==> src/rtl/fxp_mul_pipe.sv <==
// Fully pipelined signed fixed-point shift-add multiplier with rounding and saturation.
// Optional sticky overflow flag is built when FXP_MUL_OVF_STICKY_EN is defined.
module fxp_mul_pipe #(
   parameter int WIIA  = 8,
   parameter int WIFA  = 8,
   parameter int WIIB  = 8,
   parameter int WIFB  = 8,
   parameter int WOI   = 8,
   parameter int WOF   = 8,
   parameter int ROUND = 1
) (
   input  logic                     clk,
   input  logic                     rstn,
   input  logic                     in_valid,
   input  logic [WIIA+WIFA-1:0]     a,
   input  logic [WIIB+WIFB-1:0]     b,
   output logic                     out_valid,
   output logic [WOI+WOF-1:0]       out,
   output logic                     overflow,
   output logic                     ovf_sticky,
   input  logic                     ovf_clr
);

   localparam int WA = WIIA + WIFA;
   localparam int WB = WIIB + WIFB;
   localparam int W  = WOI + WOF;
   localparam int WP = WA + WB;
   localparam int FP = WIFA + WIFB;
   localparam int UP = (WOF > FP) ? (WOF - FP) : 0;
   localparam int MW = WP + 1 + UP;
   localparam int CW = ((MW > W) ? MW : W) + 1;

   localparam logic [CW-1:0] POS_MAX = {{(CW-W+1){1'b0}}, {(W-1){1'b1}}};
   localparam logic [CW-1:0] NEG_LIM = {{(CW-W){1'b0}}, 1'b1, {(W-1){1'b0}}};

   // Valid semantics: in_valid marks a pair accepted on this edge; it rides the
   // pipeline unconditionally (no stall, no backpressure) and reappears as
   // out_valid exactly WB+3 cycles later alongside its out/overflow.

   logic [WA-1:0] abs_a;
   logic [WB-1:0] abs_b;

   always_comb begin
      abs_a = a[WA-1] ? -a : a;
      abs_b = b[WB-1] ? -b : b;
   end

   logic [WA-1:0] ma_q  [0:WB-1];
   logic [WB-1:0] mb_q  [0:WB-1];
   logic [WP-1:0] acc_q [0:WB];
   logic          sg_q  [0:WB];
   logic          vl_q  [0:WB];

   // Index 0 is the operand-capture stage; index k holds the partial product after bit k-1 of |B|.
   always_ff @(posedge clk or negedge rstn) begin
      if (!rstn) begin
         for (int k = 0; k < WB; k++) begin
            ma_q[k] <= '0;
            mb_q[k] <= '0;
         end
         for (int k = 0; k <= WB; k++) begin
            acc_q[k] <= '0;
            sg_q[k]  <= 1'b0;
            vl_q[k]  <= 1'b0;
         end
      end else begin
         ma_q[0]  <= abs_a;
         mb_q[0]  <= abs_b;
         acc_q[0] <= '0;
         sg_q[0]  <= a[WA-1] ^ b[WB-1];
         vl_q[0]  <= in_valid;
         for (int k = 1; k <= WB; k++) begin
            acc_q[k] <= acc_q[k-1] + (mb_q[k-1][k-1] ? (WP'(ma_q[k-1]) << (k-1)) : '0);
            sg_q[k]  <= sg_q[k-1];
            vl_q[k]  <= vl_q[k-1];
         end
         for (int k = 1; k < WB; k++) begin
            ma_q[k] <= ma_q[k-1];
            mb_q[k] <= mb_q[k-1];
         end
      end
   end

   logic [MW-1:0] m_next;

   generate
      if (FP > WOF) begin : g_drop
         localparam int D = FP - WOF;
         logic [MW-1:0] wide;
         always_comb begin
            wide = MW'(acc_q[WB]);
            if (ROUND != 0) wide = wide + (MW'(1) << (D-1));
            m_next = wide >> D;
         end
      end else begin : g_ext
         always_comb m_next = MW'(acc_q[WB]) << UP;
      end
   endgenerate

   logic [MW-1:0] m_q;
   logic          sg_r;
   logic          vl_r;

   logic [CW-1:0] mc;
   logic [W-1:0]  neg;
   logic [W-1:0]  out_next;
   logic          ovf_next;

   // A negative result may reach exactly -2^(W-1) without saturating.
   always_comb begin
      mc       = CW'(m_q);
      neg      = -mc[W-1:0];
      out_next = '0;
      ovf_next = 1'b0;
      if (!sg_r) begin
         if (mc > POS_MAX) begin
            out_next = {1'b0, {(W-1){1'b1}}};
            ovf_next = 1'b1;
         end else begin
            out_next = mc[W-1:0];
         end
      end else begin
         if (mc > NEG_LIM) begin
            out_next = {1'b1, {(W-1){1'b0}}};
            ovf_next = 1'b1;
         end else begin
            out_next = neg;
         end
      end
   end

   always_ff @(posedge clk or negedge rstn) begin
      if (!rstn) begin
         m_q       <= '0;
         sg_r      <= 1'b0;
         vl_r      <= 1'b0;
         out       <= '0;
         overflow  <= 1'b0;
         out_valid <= 1'b0;
      end else begin
         m_q       <= m_next;
         sg_r      <= sg_q[WB];
         vl_r      <= vl_q[WB];
         out       <= out_next;
         overflow  <= ovf_next;
         out_valid <= vl_r;
      end
   end

`ifdef FXP_MUL_OVF_STICKY_EN
   // A new overflow outranks a coincident clear.
   always_ff @(posedge clk or negedge rstn) begin
      if (!rstn) begin
         ovf_sticky <= 1'b0;
      end else if (out_valid && overflow) begin
         ovf_sticky <= 1'b1;
      end else if (ovf_clr) begin
         ovf_sticky <= 1'b0;
      end
   end
`else
   logic unused_ovf_clr;
   assign unused_ovf_clr = ovf_clr;
   assign ovf_sticky     = 1'b0;
`endif

endmodule

==> config.mk <==
export PLATFORM = sky130hd
export DESIGN_NAME = fxp_mul_pipe
export DESIGN_NICKNAME = d
export VERILOG_FILES = /design/src/rtl/fxp_mul_pipe.sv
export SDC_FILE = /design/constraint.sdc
export NUM_CORES = 1
export LEC_CHECK = 0
export CAP_MARGIN = 20
export CELL_PAD_IN_SITES_DETAIL_PLACEMENT = 1
export CELL_PAD_IN_SITES_GLOBAL_PLACEMENT = 1
export CORE_AREA = 8 8 277 279
export DETAILED_ROUTE_END_ITERATION = 16
export DIE_AREA = 0 0 285 287
export GPL_TIMING_DRIVEN = 0
export PLACE_DENSITY = 0.72
export SYNTH_ARGS = -nofsm -noshare
export SYNTH_HDL_FRONTEND = slang
export SYNTH_SLANG_ARGS = --single-unit
==> constraint.sdc <==
create_clock -name clk -period 2.8 [get_ports clk]
set_input_delay 0.42 -clock clk [delete_from_list [all_inputs] [get_ports clk]]
set_output_delay 0.42 -clock clk [all_outputs]
set_load 0.1 [all_outputs]
==> results_dict.tcl, run 1 <==
set metrics [dict create \
    drc 0 \
    grt_pass1_wl_mm 116 \
    io_pins 55 \
    grt_max_degree 129 \
    drtPass1Iterations 5 \
    synth-adder-area-share 0.102 \
    r2r_setup_slack_ns -0.08 \
    setup_viol_count_final 3 \
    slew_headroom 0.351 \
    setup-tns-final_ns -0.183 \
    r2r_cells 11 \
    clock_sinks 771 \
    synthSimpleGateAreaFrac 0.107 \
    placementRows 99 \
    yosys_warnings 0 \
    start_util 0.446 \
    rr_startpoint "mb_q[120]$_DFF_PN0_" \
    worst_slack_ns -0.0752 \
    dp.cells 3576 \
    hold_path.class "in2reg" \
    avgSynthCellArea_um2 12.6 \
    synth_edf_count 0 \
    synth_xor_area_frac 0.0663 \
    cts.root.buffer_cell "clkbuf_16" \
    min_from "in_valid" \
    stdcell_count 3810 \
    seq_area_frac_synth 0.599 \
    antenna_found_initial 3 \
    hold-path-cell-count 1 \
    overflow 0 \
    die_w_um 285 \
    fin_skew_ns 0.0321 \
    grt_pass1_vias 22900 \
    htree_levels 3 \
    core_area_mm2 0.0723 \
    via_count 20100 \
    min_period_ns 2.88 \
    first_iter_violations 686 \
    layout-drive-gt1-share 0.154 \
    dp_hpwl_mm 49.2 \
    final.period_utilization 1.03 \
    nets 3073 \
    cap_viol_max_count 0 \
    violations "setup timing" \
    cts_tree "done" \
    die_h_um 287 \
    wirelength_mm 70.6 \
    netlist_instances 2558 \
    drtAntennaViolNets 0 \
    totalPowerFinal_mw 39.7 \
    fmax_ghz 0.348 \
    dieArea_mm2 0.0818 \
    rsz0062_at_grt "yes" \
    crit_type "reg2reg" \
    synth-compound-area-share 0.112 \
    maxSlewViolCount 0 \
    crit_path_end_kind "flop" \
    syn_to_final_growth_pct 19.8 \
    routabilityCongestion 0.839 \
    synthDistinctLibCells 71 \
    p_leak_nw 17.9 \
    startpoint_type "flop" \
    powerDensity_mw_per_mm2 1030 \
    crit_required_ns 3.35 \
    cp.arrival_ns 3.43 \
    synth_fp_nets 2847 \
    port_buffers 52 \
    drt-wirelength-per-cell_um 18.5 \
    clockBufferDepth 3 \
    r2r-end "acc_q[247]$_DFF_PN0_" \
    vias_per_cell 5.28 \
    synthFlopType "dfrtp_1" \
    cp_max_fo 3 \
    finalHoldViolations 0 \
    clkTransAtPathRegs_ns 0.06 \
    tightest_slew_ns 0.971 \
    synth_top_family_by_area "compound AO/OA/AOI/OAI gates" \
    irDropWorstVdd_uv 553 \
    track_usage 0.172 \
    status "finished, violations left" \
    clk_latency_ns 0.63 \
    hold_end "vl_q[16]$_DFF_PN0_" \
    yosys-mux-area-fraction 0.000621 \
    ys_ff_latch 771 \
    cts_made_buffers 82 \
    async_flop_share 1.00 \
    syn-cell-area_mm2 0.0322 \
]
-- layout make-up --
| cell class | instances | area, um^2 |
|---|---|---|
| fill | 7281 | 33700 |
| timing repair buffer | 144 | 1370 |
| antenna | 1 | 2.50 |
| multi-input combinational | 1672 | 13400 |
| tap | 959 | 1200 |
| clock inverter | 29 | 364 |
| sequential | 771 | 19300 |
| buffer | 29 | 198 |
| clock buffer | 121 | 2410 |
| inverter | 84 | 315 |
-- worst max-delay path by stage --
stage | from | endpoint
after floorplan | mb_q[210]$_DFF_PN0_ | acc_q[430]$_DFF_PN0_
after global placement | rstn | mb_q[254]$_DFF_PN0_
after detailed placement | mb_q[120]$_DFF_PN0_ | acc_q[248]$_DFF_PN0_
after CTS | mb_q[120]$_DFF_PN0_ | acc_q[247]$_DFF_PN0_
after global routing | mb_q[120]$_DFF_PN0_ | acc_q[247]$_DFF_PN0_
final | mb_q[120]$_DFF_PN0_ | acc_q[247]$_DFF_PN0_
-- metal layers --
layer	track usage	wire, um
met5	0	13
met4	0.0676	2560
met3	0.0312	1970
met2	0.340	40100
met1	0.177	26000
-- cells by family after synthesis --
kind of cell | count (synthesis)
AO/OA/AOI/OAI | 547
multiplexers | 2
XOR/XNOR | 244
other | 1
flip-flops | 771
AND/OR/NAND/NOR | 625
adder cells (fa/ha/maj) | 253
buffers and inverters | 115
-- placed cells by master (no fill, tap or decap), drive strengths merged, types with 15 or more instances in the layout --
master / instances
clkbuf: 143
buf: 99
inv: 90
o21bai: 33
nand4: 21
nor2: 67
dfrtp: 771
ha: 238
xnor2: 174
nand3: 35
o21ai: 111
nand2b: 22
a21oi: 167
xor2: 70
a21o: 81
nor2b: 19
and3: 25
fa: 15
nand2: 115
clkdlybuf4s50: 51
and2: 249
nor3: 23
o311ai: 15
o21a: 20
-- state kept, by name, indices dropped and copies added, names as in the netlist --
| signal | cells |
|---|---|
| acc_q | 300 |
| ma_q | 256 |
| mb_q | 136 |
| m_q | 25 |
| sg_q | 17 |
| vl_q | 17 |
| out | 16 |
| out_valid | 1 |
| overflow | 1 |
| sg_r | 1 |
| vl_r | 1 |
-- synth_stat cells, types with 7 or more instances --
cell,number,share of area
dfrtp_1,771,0.60
and2_1,249,0.048
ha_1,238,0.092
xnor2_1,174,0.047
a21oi_1,165,0.026
nand2_1,115,0.013
o21ai_0,106,0.016
inv_1,84,0.0098
a21o_1,81,0.019
xor2_1,70,0.019
nor2_1,67,0.0078
nand3_1,35,0.0054
o21bai_1,33,0.0077
clkbuf_1,28,0.0033
and3_1,25,0.0049
nand2b_1,22,0.0043
nand4_1,21,0.0041
nor3_1,21,0.0033
o21a_1,20,0.0047
nor2b_1,19,0.0037
fa_1,15,0.0093
a41oi_1,12,0.0033
or3_1,11,0.0021
a31oi_1,10,0.0019
nor4_1,10,0.0019
o2111ai_1,10,0.0027
o311ai_1,10,0.0027
o31ai_1,10,0.0023
o41ai_1,8,0.0022
a211oi_1,7,0.0016
a21boi_0,7,0.0016
-- power by group --
group | total (mW) | internal [mW] | switching (mW) | leakage (nW)
clock | 11.0 | 6.63 | 4.39 | 1.36
combinational | 13.3 | 5.78 | 7.56 | 7.40
sequential | 15.4 | 14.0 | 1.42 | 9.17
-- through the flow --
stage               hold WS [ns]  setup slack, ns   util  area (um^2)
floorplan                  0.124           0.0137      -        32200
global placement           0.332           -31.81  0.469        33900
detailed placement         0.336           -0.812  0.472        34100
CTS                        0.208          -0.0901  0.525        38000
global route               0.235           -0.193  0.534        38600
finish                     0.252          -0.0752  0.534        38600
-- worst max-delay path, cell delays in order, from the launching register on --
cell and delay [ns]:
dfrtp_2 0.49, clkbuf_16 0.19, and2_4 0.14, ha_4 0.16, a21o_1 0.17, a21oi_2 0.20
o21bai_2 0.12, o32a_1 0.37, a2111oi_4 0.46, o21ai_2 0.16, nor4b_2 0.22, a211o_1 0.14
-- repair_timing --
| action | CTS | global route |
|---|---|---|
| endpoints found under the hold margin | 77 | 0 |
| hold buffers | 1 | 0 |
| resized for setup | 169 | 101 |
| gates cloned | 1 | 0 |
| buffers inserted | 52 | 31 |
| setup endpoints to repair | 88 | 164 |
| pin swaps | 64 | 74 |
Power figures use the tool's default switching activity.
==> run 2: changes to the inputs <==
SKIP_CTS_REPAIR_TIMING = 1   (was not set)
SLEW_MARGIN = 40   (was not set)
==> results_dict.tcl, run 2 (synthesis gave the netlist of run 1 again) <==
set metrics [dict create \
    rsz0062_at_grt "yes" \
    cap_viol_max_count 0 \
    crit_required_ns 3.31 \
    totalPowerFinal_mw 39.3 \
    routabilityCongestion 0.839 \
    nets 3047 \
    reg_top3 "acc_q (300), ma_q (256), mb_q (136)" \
    clkTransAtPathRegs_ns 0.06 \
    p_seq_frac 0.391 \
    p_leak_nw 17.8 \
    violations "setup timing" \
    dieArea_mm2 0.0818 \
    layout_commonest_cell "dfrtp_1" \
    track_usage 0.166 \
    maxSlewViolCount 0 \
    die_w_um 285 \
    core_area_mm2 0.0723 \
    drc 0 \
    r2r_cells 10 \
    io_pins 55 \
    dpl_cell_area_mm2 0.0341 \
    crit_path_end_kind "flop" \
    htree_levels 3 \
    fin_skew_ns 0.0264 \
    largest_reg_flops 300 \
    via_count 20000 \
    cts_made_buffers 83 \
    crit_type "reg2reg" \
    utilization 0.528 \
    dp_hpwl_mm 49.0 \
    tightest_slew_ns 0.752 \
    p_sw_frac 0.338 \
    clock_sinks 771 \
    grt_pass1_wl_mm 112 \
    fin_area_mm2 0.0382 \
    drt-wirelength-per-cell_um 18.3 \
    setup_viol_count_final 6 \
    fmax_ghz 0.343 \
    hold_slack_ns 0.245 \
    finalHoldViolations 0 \
    syn_to_final_growth_pct 18.5 \
    status "finished, violations left" \
    first_iter_violations 634 \
    hold-path-cell-count 1 \
    min_period_ns 2.91 \
    cts_tree "done" \
    wirelength_mm 69.3 \
    die_h_um 287 \
    worst_slack_ns -0.114 \
    port_buffers 52 \
    overflow 0 \
    powerDensity_mw_per_mm2 1030 \
    drtPass1Iterations 4 \
    setup-tns-final_ns -0.290 \
    clk_latency_ns 0.63 \
    power.internal_mw 26.0 \
    cp.arrival_ns 3.43 \
    hold_path.class "in2reg" \
    cp_max_fo 5 \
    grt_max_degree 122 \
    combPwrFrac 0.330 \
    antenna_found_initial 2 \
    cts.root.buffer_cell "clkbuf_16" \
    start_util 0.446 \
    layout-drive-gt1-share 0.143 \
    layout_common_cells "dfrtp_1, and2_1, ha_1, xnor2_1, a21oi_1" \
    top_register "acc_q" \
    grt_pass1_vias 22500 \
    final.period_utilization 1.04 \
    p_clk_frac 0.279 \
    vias_per_cell 5.28 \
    p_sw_mw 13.3 \
    placementRows 99 \
    clockBufferDepth 3 \
    startpoint_type "flop" \
    drtAntennaViolNets 0 \
    slew_headroom 0.486 \
    irDropWorstVdd_uv 650 \
]
[run 2: final timing paths]
path                                      from              endpoint  slack [ns]
max                        mb_q[210]$_DFF_PN0_  acc_q[430]$_DFF_PN0_       -0.11
min in group asynchronous                 rstn     vl_q[9]$_DFF_PN0_        0.36
max in group asynchronous                 rstn   mb_q[225]$_DFF_PN0_        0.33
max reg2reg                mb_q[210]$_DFF_PN0_  acc_q[430]$_DFF_PN0_       -0.11
min                                   in_valid    vl_q[16]$_DFF_PN0_        0.24
min reg2reg                acc_q[46]$_DFF_PN0_   acc_q[14]$_DFF_PN0_        0.33
[run 2: power groups by stage]
stage / Clock, mW / Combinational (mW) / Sequential, mW
3_3_place_gp: 0 / 10.9 / 15.6
4_1_cts: 11.3 / 11.6 / 15.4
5_1_grt: 11.7 / 14.2 / 15.7
2_1_floorplan: 0 / 8.10 / 15.5
6_report: 11.0 / 13.0 / 15.4
3_5_place_dp: 0 / 11.5 / 15.5
[run 2: metal layers]
layer  up-vias  track usage  part of all wire
met1     10200        0.169              0.37
li1       9298            -                 -
met4         2       0.0652             0.037
met3       154       0.0295             0.027
met2       265        0.331              0.57
met5         -            0           0.00019
[run 2: area by class of cell]
class / count / area [um^2]
diodes: 1 / 2.50
plain buffers: 30 / 169
clock buffers: 122 / 2500
clock inverters: 28 / 282
fillers: 7277 / 34100
inverters: 84 / 315
multi-input cells: 1672 / 13300
flip-flops and latches: 771 / 19300
well taps: 959 / 1200
repair buffers: 116 / 1090
[run 2: worst max-delay path, stage by stage (launching register included)]
cell and delay (ns):
dfrtp_2 0.45, and3_4 0.20, fa_2 0.36, a21o_1 0.17, a21o_1 0.21, a2111oi_4 0.37, nor2_1 0.10, o21ai_1 0.15
or4b_4 0.48, a311oi_2 0.27, nor2_1 0.06
[run 2: through the flow]
| step | setup WS (ns) | cells |
|---|---|---|
| 4_1_cts | -0.853 | 3726 |
| 6_report | -0.114 | 3783 |
| 3_3_place_gp | -31.81 | 3569 |
| 5_1_grt | -0.191 | 3783 |
| 3_5_place_dp | -0.817 | 3576 |
| 2_1_floorplan | 0.0137 | 2558 |
==> run 3: changes to the inputs <==
CTS_CLUSTER_SIZE = 10   (was not set)
PLACE_DENSITY = not set   (was 0.72)
PLACE_DENSITY_LB_ADDON = 0.1   (was not set)
==> results_dict.tcl, run 3 (synthesis gave the netlist of run 1 again) <==
set metrics [dict create \
    status "finished, violations left" \
    violations "setup timing" \
    crit_buf_inv 0 \
    wirelength_mm 68.2 \
    grt_pass1_vias 22400 \
    port_buffers 52 \
    clockBufferDepth 3 \
    hold_path.class "in2reg" \
    first_iter_violations 758 \
    clock_sinks 771 \
    placementRows 99 \
    top_register "acc_q" \
    wl_met1_mm 22.8 \
    hold_slack_ns 0.244 \
    p_sw_mw 13.0 \
    layout_common_cells "dfrtp_1, and2_1, ha_1, xnor2_1, a21oi_1" \
    final.period_utilization 1.05 \
    setup-tns-final_ns -0.470 \
    powerDensity_mw_per_mm2 1010 \
    cpMostUsedCell "a21o_1" \
    max_stage_delay_ns 0.49 \
    crit_required_ns 3.31 \
    dieArea_mm2 0.0818 \
    die_h_um 287 \
    antenna_found_initial 0 \
    path_cells "and3_4, fa_2, a21o_1, a21o_1, a2111oi_4, nor2_2, o21ai_1, or4b_4, a311oi_2, nor2_1" \
    combPwrFrac 0.331 \
    routabilityCongestion 0.824 \
    fin_skew_ns 0.0194 \
    syn_to_final_growth_pct 18.1 \
    start_util 0.446 \
    p_clk_frac 0.269 \
    drc 0 \
    layout_commonest_cell "dfrtp_1" \
    cts_made_buffers 89 \
    tightest_slew_ns 0.632 \
    die_w_um 285 \
    rsz0062_at_grt "yes" \
    dp_hpwl_mm 49.3 \
    crit_slowest_cell "or4b_4" \
    cts.root.buffer_cell "clkbuf_16" \
    grt_pass1_wl_mm 110 \
    io_pins 55 \
    cp.arrival_ns 3.46 \
    layout-drive-gt1-share 0.142 \
    largest_reg_flops 300 \
    p_seq_frac 0.401 \
    p_sw_frac 0.338 \
    power.internal_mw 25.4 \
    min_period_ns 2.95 \
    worst_slack_ns -0.147 \
    cap_viol_max_count 0 \
    reg_top3 "acc_q (300), ma_q (256), mb_q (136)" \
    place_ws_ns -0.866 \
    overflow 0 \
    wl_met2_mm 41.0 \
    path_delay_family "compound AO/OA/AOI/OAI gates" \
    core_area_mm2 0.0723 \
    nets 3057 \
    p_leak_nw 17.7 \
    grt_max_degree 113 \
    htree_levels 3 \
    diodes 0 \
    fill_cells 7237 \
    fmax_ghz 0.339 \
    crit_type "reg2reg" \
    finalHoldViolations 0 \
    dr_wl_met3_mm 1.84 \
    drtPass1Iterations 4 \
    track_usage 0.163 \
    top_layer "met4" \
    setup_viol_count_final 6 \
    vias_per_cell 5.26 \
    startpoint_type "flop" \
    slew_headroom 0.574 \
    clk_latency_ns 0.63 \
    via_count 19700 \
    drt-wirelength-per-cell_um 18.2 \
    maxSlewViolCount 0 \
    crit_path_end_kind "flop" \
    clkTransAtPathRegs_ns 0.06 \
    drtAntennaViolNets 0 \
    cp_max_fo 8 \
    cts_tree "done" \
    irDropWorstVdd_uv 758 \
]
run 3: changes by cell type in the layout (fill, tap and decap cells not counted), moves of 3 or more:
cell,change
a21oi_2,+3
clkbuf_8,-11
o21ai_2,+8
buf_4,+4
clkbuf_1,-4
clkinv_2,-18
bufinv_16,-4
clkinvlp_4,-3
clkinv_16,+4
a21oi_1,-4
o21ai_1,-6
run 3: final timing paths:
kind / startpoint / end / slack, ns / cells past startpoint
worst max-delay path: mb_q[210]$_DFF_PN0_ / acc_q[430]$_DFF_PN0_ / -0.15 / 10
worst min-delay path: in_valid / vl_q[16]$_DFF_PN0_ / 0.24 / 1
worst max register to register: mb_q[210]$_DFF_PN0_ / acc_q[430]$_DFF_PN0_ / -0.15 / 10
worst min register to register: mb_q[77]$_DFF_PN0_ / mb_q[61]$_DFF_PN0_ / 0.34 / 0
max in group asynchronous: rstn / mb_q[165]$_DFF_PN0_ / 0.55 / 5
min in group asynchronous: rstn / out_valid$_DFF_PN0_ / 0.32 / 2
run 3: through the flow:
stage | instances | area, um^2 | utilization | total power [mW]
2_1_floorplan | 2558 | 32200 | - | 23.6
3_3_place_gp | 3569 | 33900 | 0.469 | 26.5
3_5_place_dp | 3576 | 34100 | 0.471 | 26.8
4_1_cts | 3693 | 36600 | 0.506 | 37.5
5_1_grt | 3753 | 38100 | 0.526 | 40.8
6_report | 3753 | 38100 | 0.526 | 38.4
run 3: area by class of cell:
class                   instances  area (um^2)  area share
flip-flops and latches        771        19300       0.507
multi-input cells            1672        13400       0.352
clock buffers                 110         2390      0.0627
well taps                     959         1200      0.0315
repair buffers                119         1090      0.0287
inverters                      84          318     0.00835
clock inverters                 7          176     0.00463
plain buffers                  31          176     0.00463
run 3: routing by layer:
layer  GRT usage  vias to the layer above
li1            -                     9261
met2       0.341                      249
met5           0                        -
met3      0.0268                      130
met1       0.152                    10100
met4      0.0721                        0
run 3: power groups by stage:
stage | Combinational, mW | Sequential, mW | Clock, mW
floorplan | 8.10 | 15.5 | 0
global placement | 10.9 | 15.6 | 0
detailed placement | 11.3 | 15.5 | 0
CTS | 11.4 | 15.4 | 10.7
global route | 14.0 | 15.7 | 11.1
finish | 12.7 | 15.4 | 10.3
